--- src/rtl/cdb_arbiter.sv ---
// Common data bus arbiter: buffers ALU and load results in private 2-entry FIFOs
// and broadcasts at most one per cycle, round-robin on ties.
module cdb_arbiter #(
  parameter int unsigned TAG_W  = 4,
  parameter int unsigned DATA_W = 32,
  parameter int unsigned ADDR_W = 32
) (
  input  logic              clk,
  input  logic              rst,
  input  logic              rdy,
  input  logic              clr,
  input  logic              alu_valid,
  output logic              alu_ready,
  input  logic [TAG_W-1:0]  alu_tag,
  input  logic [DATA_W-1:0] alu_value,
  input  logic              alu_jump_s,
  input  logic [ADDR_W-1:0] alu_jump,
  input  logic              lsb_valid,
  output logic              lsb_ready,
  input  logic [TAG_W-1:0]  lsb_tag,
  input  logic [DATA_W-1:0] lsb_value,
  output logic              cdb_valid,
  output logic              cdb_src,
  output logic [TAG_W-1:0]  cdb_tag,
  output logic [DATA_W-1:0] cdb_value,
  output logic              cdb_jump_s,
  output logic [ADDR_W-1:0] cdb_jump
);

  localparam int unsigned ALU_W = TAG_W + DATA_W + 1 + ADDR_W;
  localparam int unsigned LSB_W = TAG_W + DATA_W;

  logic [ALU_W-1:0]  alu_mem_q [2];
  logic [ALU_W-1:0]  alu_mem_d [2];
  logic [LSB_W-1:0]  lsb_mem_q [2];
  logic [LSB_W-1:0]  lsb_mem_d [2];
  logic              alu_wp_q, alu_wp_d, alu_rp_q, alu_rp_d;
  logic              lsb_wp_q, lsb_wp_d, lsb_rp_q, lsb_rp_d;
  logic [1:0]        alu_cnt_q, alu_cnt_d, lsb_cnt_q, lsb_cnt_d;
  logic              last_grant_q, last_grant_d;
  logic              cdb_valid_q, cdb_valid_d;
  logic              cdb_src_q, cdb_src_d;
  logic [TAG_W-1:0]  cdb_tag_q, cdb_tag_d;
  logic [DATA_W-1:0] cdb_value_q, cdb_value_d;
  logic              cdb_jump_s_q, cdb_jump_s_d;
  logic [ADDR_W-1:0] cdb_jump_q, cdb_jump_d;

  logic              alu_push, lsb_push, alu_ne, lsb_ne, grant_alu, grant_lsb;
  logic [ALU_W-1:0]  alu_head;
  logic [LSB_W-1:0]  lsb_head;

  // Acceptance depends only on occupancy and control, never on the source's valid.
  assign alu_ready = (alu_cnt_q < 2'd2) && rdy && !clr && !rst;
  assign lsb_ready = (lsb_cnt_q < 2'd2) && rdy && !clr && !rst;

  always_comb begin
    alu_push  = alu_valid && alu_ready;
    lsb_push  = lsb_valid && lsb_ready;
    alu_ne    = (alu_cnt_q != 2'd0);
    lsb_ne    = (lsb_cnt_q != 2'd0);
    // last_grant=1 means LSB won last, so the ALU takes the next tie.
    grant_alu = rdy && !clr && alu_ne && (!lsb_ne || last_grant_q);
    grant_lsb = rdy && !clr && lsb_ne && (!alu_ne || !last_grant_q);
    alu_head  = alu_mem_q[alu_rp_q];
    lsb_head  = lsb_mem_q[lsb_rp_q];

    alu_mem_d    = alu_mem_q;
    lsb_mem_d    = lsb_mem_q;
    alu_wp_d     = alu_wp_q;
    alu_rp_d     = alu_rp_q;
    lsb_wp_d     = lsb_wp_q;
    lsb_rp_d     = lsb_rp_q;
    last_grant_d = last_grant_q;
    cdb_valid_d  = 1'b0;
    cdb_src_d    = cdb_src_q;
    cdb_tag_d    = cdb_tag_q;
    cdb_value_d  = cdb_value_q;
    cdb_jump_s_d = cdb_jump_s_q;
    cdb_jump_d   = cdb_jump_q;

    if (alu_push) begin
      alu_mem_d[alu_wp_q] = {alu_tag, alu_value, alu_jump_s, alu_jump};
      alu_wp_d            = alu_wp_q + 1'b1;
    end
    if (lsb_push) begin
      lsb_mem_d[lsb_wp_q] = {lsb_tag, lsb_value};
      lsb_wp_d            = lsb_wp_q + 1'b1;
    end

    if (grant_alu) begin
      alu_rp_d     = alu_rp_q + 1'b1;
      last_grant_d = 1'b0;
      cdb_valid_d  = 1'b1;
      cdb_src_d    = 1'b0;
      cdb_tag_d    = alu_head[ALU_W-1 -: TAG_W];
      cdb_value_d  = alu_head[ADDR_W+DATA_W : ADDR_W+1];
      cdb_jump_s_d = alu_head[ADDR_W];
      cdb_jump_d   = alu_head[ADDR_W-1:0];
    end else if (grant_lsb) begin
      lsb_rp_d     = lsb_rp_q + 1'b1;
      last_grant_d = 1'b1;
      cdb_valid_d  = 1'b1;
      cdb_src_d    = 1'b1;
      cdb_tag_d    = lsb_head[LSB_W-1 -: TAG_W];
      cdb_value_d  = lsb_head[DATA_W-1:0];
      cdb_jump_s_d = 1'b0;
      cdb_jump_d   = ADDR_W'(0);
    end

    alu_cnt_d = alu_cnt_q + {1'b0, alu_push} - {1'b0, grant_alu};
    lsb_cnt_d = lsb_cnt_q + {1'b0, lsb_push} - {1'b0, grant_lsb};

    if (clr) begin
      alu_wp_d  = 1'b0;
      alu_rp_d  = 1'b0;
      lsb_wp_d  = 1'b0;
      lsb_rp_d  = 1'b0;
      alu_cnt_d = 2'd0;
      lsb_cnt_d = 2'd0;
    end

    if (rst) begin
      alu_wp_d     = 1'b0;
      alu_rp_d     = 1'b0;
      lsb_wp_d     = 1'b0;
      lsb_rp_d     = 1'b0;
      alu_cnt_d    = 2'd0;
      lsb_cnt_d    = 2'd0;
      last_grant_d = 1'b1;
      cdb_valid_d  = 1'b0;
      cdb_src_d    = 1'b0;
      cdb_tag_d    = TAG_W'(0);
      cdb_value_d  = DATA_W'(0);
      cdb_jump_s_d = 1'b0;
      cdb_jump_d   = ADDR_W'(0);
    end
  end

  always_ff @(posedge clk) begin
    alu_mem_q    <= alu_mem_d;
    lsb_mem_q    <= lsb_mem_d;
    alu_wp_q     <= alu_wp_d;
    alu_rp_q     <= alu_rp_d;
    lsb_wp_q     <= lsb_wp_d;
    lsb_rp_q     <= lsb_rp_d;
    alu_cnt_q    <= alu_cnt_d;
    lsb_cnt_q    <= lsb_cnt_d;
    last_grant_q <= last_grant_d;
    cdb_valid_q  <= cdb_valid_d;
    cdb_src_q    <= cdb_src_d;
    cdb_tag_q    <= cdb_tag_d;
    cdb_value_q  <= cdb_value_d;
    cdb_jump_s_q <= cdb_jump_s_d;
    cdb_jump_q   <= cdb_jump_d;
  end

  assign cdb_valid  = cdb_valid_q;
  assign cdb_src    = cdb_src_q;
  assign cdb_tag    = cdb_tag_q;
  assign cdb_value  = cdb_value_q;
  assign cdb_jump_s = cdb_jump_s_q;
  assign cdb_jump   = cdb_jump_q;

endmodule

--- config.mk ---
export PLATFORM = sky130hd
export DESIGN_NAME = cdb_arbiter
export DESIGN_NICKNAME = d
export VERILOG_FILES = /design/src/rtl/cdb_arbiter.sv
export SDC_FILE = /design/constraint.sdc
export NUM_CORES = 1
export LEC_CHECK = 0
export ABC_AREA = 1
export BUFFER_PORTS_ARGS = -buffer_cell sky130_fd_sc_hd__buf_2
export CAP_MARGIN = 10
export CELL_PAD_IN_SITES_DETAIL_PLACEMENT = 0
export CELL_PAD_IN_SITES_GLOBAL_PLACEMENT = 1
export CORE_ASPECT_RATIO = 1.25
export CORE_MARGIN = 1
export CORE_UTILIZATION = 40
export DETAILED_ROUTE_END_ITERATION = 10
export PLACE_DENSITY_LB_ADDON = 0.1
export REMOVE_ABC_BUFFERS = 1
export SYNTH_ARGS = -nofsm -noshare
export SYNTH_HDL_FRONTEND = slang
export SYNTH_SLANG_ARGS = --single-unit
--- constraint.sdc ---
create_clock -name clk -period 11.45 [get_ports clk]
set_input_delay 2.29 -clock clk [delete_from_list [all_inputs] [get_ports clk]]
set_output_delay 2.29 -clock clk [all_outputs]
set_load 0.01 [all_outputs]
==> impl_metrics.yaml, run 1 <==
synthesis:
  netlist_area_um2: 11100
  synth_top_cell_by_area: "edfxtp_1"
  ys_ff_latch: 290
  synth_cell_type_count: 24
  avgSynthCellArea_um2: 10.7
  netlist_instances: 1037
  yosysTopAreaCellShare_pct: 57.0
  synth.yosys.seq_area_share_pct: 71.5
  synth_area_leaders: "edfxtp_1 (57%), nand2_1 (15%), dfxtp_1 (14%)"
  yosysWarnings: 0
placed_design:
  hpwl_um: 14900
  routabilityCongestion: 0.713
  place_area_um2: 12300
  portBuffers: 183
cells_and_area:
  layout_commonest_cell: "nand2_1"
  final_cell_mix: "nand2_1 (455), edfxtp_1 (210), buf_2 (183), nand3_1 (112), dfxtp_1 (78)"
  final_nets: 1322
  final_area_um2: 13300
  fillers: 2501
  final_core_util_pct: 49.4
  drive_above_1_share_pct: 21.0
  syn2layout_area_growth_pct: 20.6
critical_path:
  cp_data_required_time_ns: 9.16
  crit_buf_inv: 4
  rr_startpoint: "alu_cnt_q[1]"
  crit_top_cell: "buf_2"
  slowest_delay_ns: 0.40
  criticalPathCategory: "primary input to output pin"
  crit_chain: "buf_2 > buf_4 > nor2_1 > inv_1 > nor3_1 > buf_2"
  r2r_cells: 10
  reg2reg_to: "alu_cnt_q[1]"
  crit_family: "buffers and inverters"
  critPathMaxFanout: 38
  regToRegSetupSlack_ns: 8.73
  slowest_stage: "nor2_1"
  worstSetupStartpointType: "primary input"
  startpoint: "rst"
  worstPathArrival_ns: 3.64
  cp-end-kind: "output pin"
worst_hold_path:
  min_path_cells: 2
  min_to: "cdb_jump[20]"
  hold_start: "cdb_jump[20]"
  hold_path_class: "register to register"
grt:
  grtUsageTotal_pct: 18.3
  grt_pass1_vias: 7281
  grt_max_degree: 71
  grt_pass1_wl_um: 39300
  grt_overflow: 0
  antenna_found_initial: 4
timing:
  final.min_clock_period_ns: 5.93
  rsz0062_at_grt: "false"
  tightest_slew_ns: 1.19
  slew_viol_final: 0
  hold-worst-slack_ns: 0.438
  fin_skew_ns: 0.0153
  fin_crit_sh_pct: 51.8
  tns_ns: 0
  max_freq_ghz: 0.169
  finalHoldViolCount: 0
  setup_violations: 0
  slew_headroom_pct: 20.5
power:
  cellLeakagePower_uw: 0.00578
  p_per_area_nw_per_um2: 167
  irDropWorstVdd_mv: 0.182
run:
  cap_violations: 0
floorplan:
  fp.dieH_um: 188
  core_um2: 27000
  die_x_um: 151
  pin_count: 184
  num_rows: 67
  die_area_um2: 28300
  start_util_pct: 41.0
clock_tree:
  post_cts_resize_count: 0
  cts_buffer_depth: 3
  htree_levels: 1
  cts_tree: "built"
  cts_hold_buf: 0
  root_buffer: "clkbuf_16"
  post_cts_buffers: 0
  cts_sinks: 290
  insertion_delay_ns: 0.55
  clk_pin_slew_ns: 0.06
  cts_buffers: 30
drt:
  drc: 0
  first_iter_violations: 338
  firstDrtPassIters: 5
  vias: 7512
  wl_per_cell_um: 16.0
  detail_route.vias_per_cell: 4.75
  routed_wl_um: 25300
  antenna_left: 0
status:
  status: "complete, no violations"
layer usage:
metal | routed length (µm) | vias to the layer above | global-route usage, %
met1 | 10600 | 3494 | 21.7
li1 | - | 3794 | -
met5 | 8 | - | 0
met4 | 365 | 2 | 5.15
met3 | 1500 | 31 | 3.72
met2 | 12900 | 191 | 33.0
registers in the layout (all words and copies together), names as in the netlist, 2 cells and up:
name / flops
alu_cnt_q: 2
alu_mem_q: 138
cdb_jump: 32
cdb_tag: 4
cdb_value: 32
lsb_cnt_q: 2
lsb_mem_q: 72
power breakdown:
group	total (µW)	internal [µW]	switching [µW]
clock network	1030	636	395
logic	57.8	21.6	36.2
registers	1140	1130	3.05
per-stage QoR:
stage               std cells  worst slack (ns)  power (µW)
finish                   1581              5.52        2230
global placement         1521              5.48        1220
global route             1578              5.35        2300
floorplan                 985              5.29        1180
detailed placement       1521              5.49        1220
CTS                      1577              5.48        2260
Yosys cell counts:
cell type	count
o21ai_0	11
inv_1	41
or2_2	7
dfxtp_1	80
nand2_1	455
nand3_1	112
nor2_4	1
o211ai_1	1
clkbuf_1	24
buf_4	7
nor3_1	2
nand2_2	1
nor3_4	1
ha_1	3
buf_2	21
xnor2_1	1
edfxtp_1	210
xor2_1	1
inv_2	2
a21oi_1	38
nor2_1	14
nand4_1	1
nor2_2	2
clkinv_1	1
area by class of cell:
| class | count | area [µm²] | share of cell area [%] |
|---|---|---|---|
| inverter | 44 | 165 | 1.24 |
| clock buffer | 38 | 812 | 6.09 |
| tap | 345 | 432 | 3.24 |
| sequential | 290 | 7910 | 59.3 |
| clock inverter | 18 | 248 | 1.86 |
| multi-input combinational | 651 | 2780 | 20.8 |
| antenna | 4 | 10.0 | 0.0751 |
| timing repair buffer | 191 | 976 | 7.32 |
worst register-to-register path: stages (launching register included):
cell and delay [ns]:
dfxtp_1 0.42, nor2_1 0.11, nor2_4 0.64, nand2_1 0.55
nand3_1 0.24, nand2_1 0.07, ha_1 0.19, xor2_1 0.16
nand3_1 0.10, nand2_1 0.10, nor2_1 0.04
cell families after synthesis:
family	Yosys count	synth area share, %
fa+ha+maj	3	0.340
xor+xnor	2	0.158
buf+inv	96	3.73
compound gates	50	2.29
flops	290	71.5
simple gates	596	22.0
how the worst max path moves through the flow:
stage | to | cells past startpoint
after floorplan | alu_mem_q[0] | 3
final | alu_ready | 6
after detailed placement | alu_ready | 6
after global routing | alu_ready | 6
after global placement | alu_ready | 6
after CTS | alu_ready | 6
No activity file was read; power rests on OpenSTA's default activity.
==> run 2, diff against run 1 <==
- ABC_AREA: 1 -> 0
- clock period: 11.45 -> 5.02 ns (I/O delays scaled with it)
==> run 2 against run 1 <==
Net effect:
- worst hold slack gained 0.020 ns
- global-route usage fell by 1.2 points
- clock power rose by 94%
- wire length shrank 9.4%
- worst setup slack got worse by 3.5 ns
- critical endpoint unchanged
==> impl_metrics.yaml, run 2 <==
timing:
  max_freq_ghz: 0.329
  fin_skew_ns: 0.0142
  rsz0062_at_grt: "false"
  setup_violations: 0
  finalHoldViolCount: 0
  slew_viol_final: 0
  fin_crit_sh_pct: 60.6
  tightest_slew_ns: 1.18
  final.min_clock_period_ns: 3.04
  slew_headroom_pct: 21.2
synthesis:
  synth.yosys.seq_area_share_pct: 75.5
  synth_top_cell_by_area: "edfxtp_1"
  yosysMostFrequentCell: "edfxtp_1"
  synth_cell_type_count: 37
  netlist_instances: 620
  synth_common_cells: "edfxtp_1 (210), dfxtp_1 (80), mux2_2 (44)"
  avgSynthCellArea_um2: 16.9
  yosysWarnings: 0
  synth_ff_type: "edfxtp_1"
  ys_ff_latch: 290
  netlist_area_um2: 10500
  synth_area_leaders: "edfxtp_1 (60%), dfxtp_1 (15%), mux2_2 (4.7%)"
  synth-edff-count: 210
  synthArstFlopShare_pct: 0
  yosysTopAreaCellShare_pct: 60.2
floorplan:
  die_area_um2: 26900
  num_rows: 65
  pin_count: 184
  core_um2: 25500
  die_x_um: 147
  fp.dieH_um: 183
  start_util_pct: 41.2
grt:
  antenna_found_initial: 4
  grt_max_degree: 70
  grt_pass1_vias: 6251
  grt_pass1_wl_um: 35100
  grt_overflow: 0
  grtUsageTotal_pct: 17.1
critical_path:
  cp-end-kind: "output pin"
  regToRegSetupSlack_ns: 2.39
  worstSetupStartpointType: "primary input"
  cp_data_required_time_ns: 4.02
  worstPathArrival_ns: 2.04
  criticalPathCategory: "primary input to output pin"
  critPathMaxFanout: 26
cells_and_area:
  final_area_um2: 12600
  layout_commonest_cell: "edfxtp_1"
  largest_reg_flops: 138
  syn2layout_area_growth_pct: 20.2
  final_nets: 916
  drive_above_1_share_pct: 34.7
  final_cell_mix: "edfxtp_1 (210), buf_2 (183), dfxtp_1 (78), mux2_2 (44), o2bb2ai_1 (35)"
  top_register: "alu_mem_q"
  top_regs: "alu_mem_q: 138 flops, lsb_mem_q: 72 flops"
clock_tree:
  post_cts_resize_count: 0
  clk_pin_slew_ns: 0.05
  root_buffer: "clkbuf_16"
  cts_tree: "built"
  cts_buffers: 30
  cts_sinks: 290
  cts_buffer_depth: 3
  htree_levels: 1
  insertion_delay_ns: 0.54
  cts_hold_buf: 0
  post_cts_buffers: 0
drt:
  antenna_left: 0
  dr_wl_met3_um: 1430
  wl_met2_um: 11800
  drc: 0
  detail_route.vias_per_cell: 5.12
  wl_per_cell_um: 19.7
  m1WireLength_um: 9120
  routed_wl_um: 22900
  routed.top_layer: "met5"
  firstDrtPassIters: 5
  vias: 5953
  first_iter_violations: 278
placed_design:
  routabilityCongestion: 0.779
  hpwl_um: 14200
  portBuffers: 183
  place_area_um2: 11700
power:
  cellLeakagePower_uw: 0.00453
  fin_total_pwr_uw: 4720
  p_per_area_nw_per_um2: 374
  irDropWorstVdd_mv: 0.290
worst_hold_path:
  hold_path_class: "register to register"
run:
  cap_violations: 0
status:
  status: "complete, no violations"
==> run 2: changes by cell type after synthesis, sizes merged, moves of 13 or more <==
cell,delta
inv,-40
a211oi,+28
nand3,-111
mux2i,+33
o2bb2ai,+35
o31ai,+14
nor2,+13
nand3b,+14
a222oi,+20
nand2,-454
mux2,+44
nor2b,+29
a21oi,-37
==> run 2: stage by stage <==
stage               utilization (%)  cells  hold slack, ns  worst slack (ns)  setup TNS (ns)
floorplan                         -    578           0.462            -0.284          -19.63
global placement               46.0   1105           0.439              1.67               0
detailed placement             46.0   1105           0.442              1.61               0
CTS                            49.5   1160           0.463              1.98               0
global route                   49.5   1160           0.469              1.86               0
finish                         49.5   1162           0.459              1.98               0
==> run 2: cell type report <==
cell class              instances  area, µm²
fillers                      2216      12900
clock inverters                15       68.8
inverters                       3       11.3
multi-input cells             285       2380
well taps                     335        419
clock buffers                  40        820
repair buffers                192        983
flip-flops and latches        290       7910
diodes                          2       5.00
==> run 2: logic make-up after synthesis <==
kind of cell    after synthesis  synth area share (%)
xor+xnor                      7                 0.585
mux                          77                  7.88
buf+inv                      45                  2.11
flops                       290                  75.5
fa+ha+maj                     3                 0.358
simple gates                 88                  4.69
compound gates              110                  8.91
==> run 2: power breakdown <==
part           switching, µW  internal [µW]  total (µW)
Combinational           70.8           52.2         123
Sequential              7.52           2590        2600
Clock                    859           1140        2000
==> run 2: path summary, 6_finish.rpt <==
check | start | endpoint | cells after the start
worst max-delay path | rst | alu_ready | 3
worst min-delay path | cdb_jump[27] | cdb_jump[27] | 1
worst max register to register | lsb_cnt_q[1] | cdb_value[8] | 3
worst min register to register | cdb_jump[27] | cdb_jump[27] | 1
==> run 2: worst max-delay path, stage by stage <==
cell and delay [ns]:
buf_2 0.28, nor4b_1 0.52, buf_2 0.22
==> run 2: metal layers <==
metal | track usage [%] | up-vias
met4 | 5.92 | 2
met5 | 0 | -
li1 | - | 2798
met1 | 19.9 | 2939
met3 | 3.88 | 37
met2 | 30.7 | 177
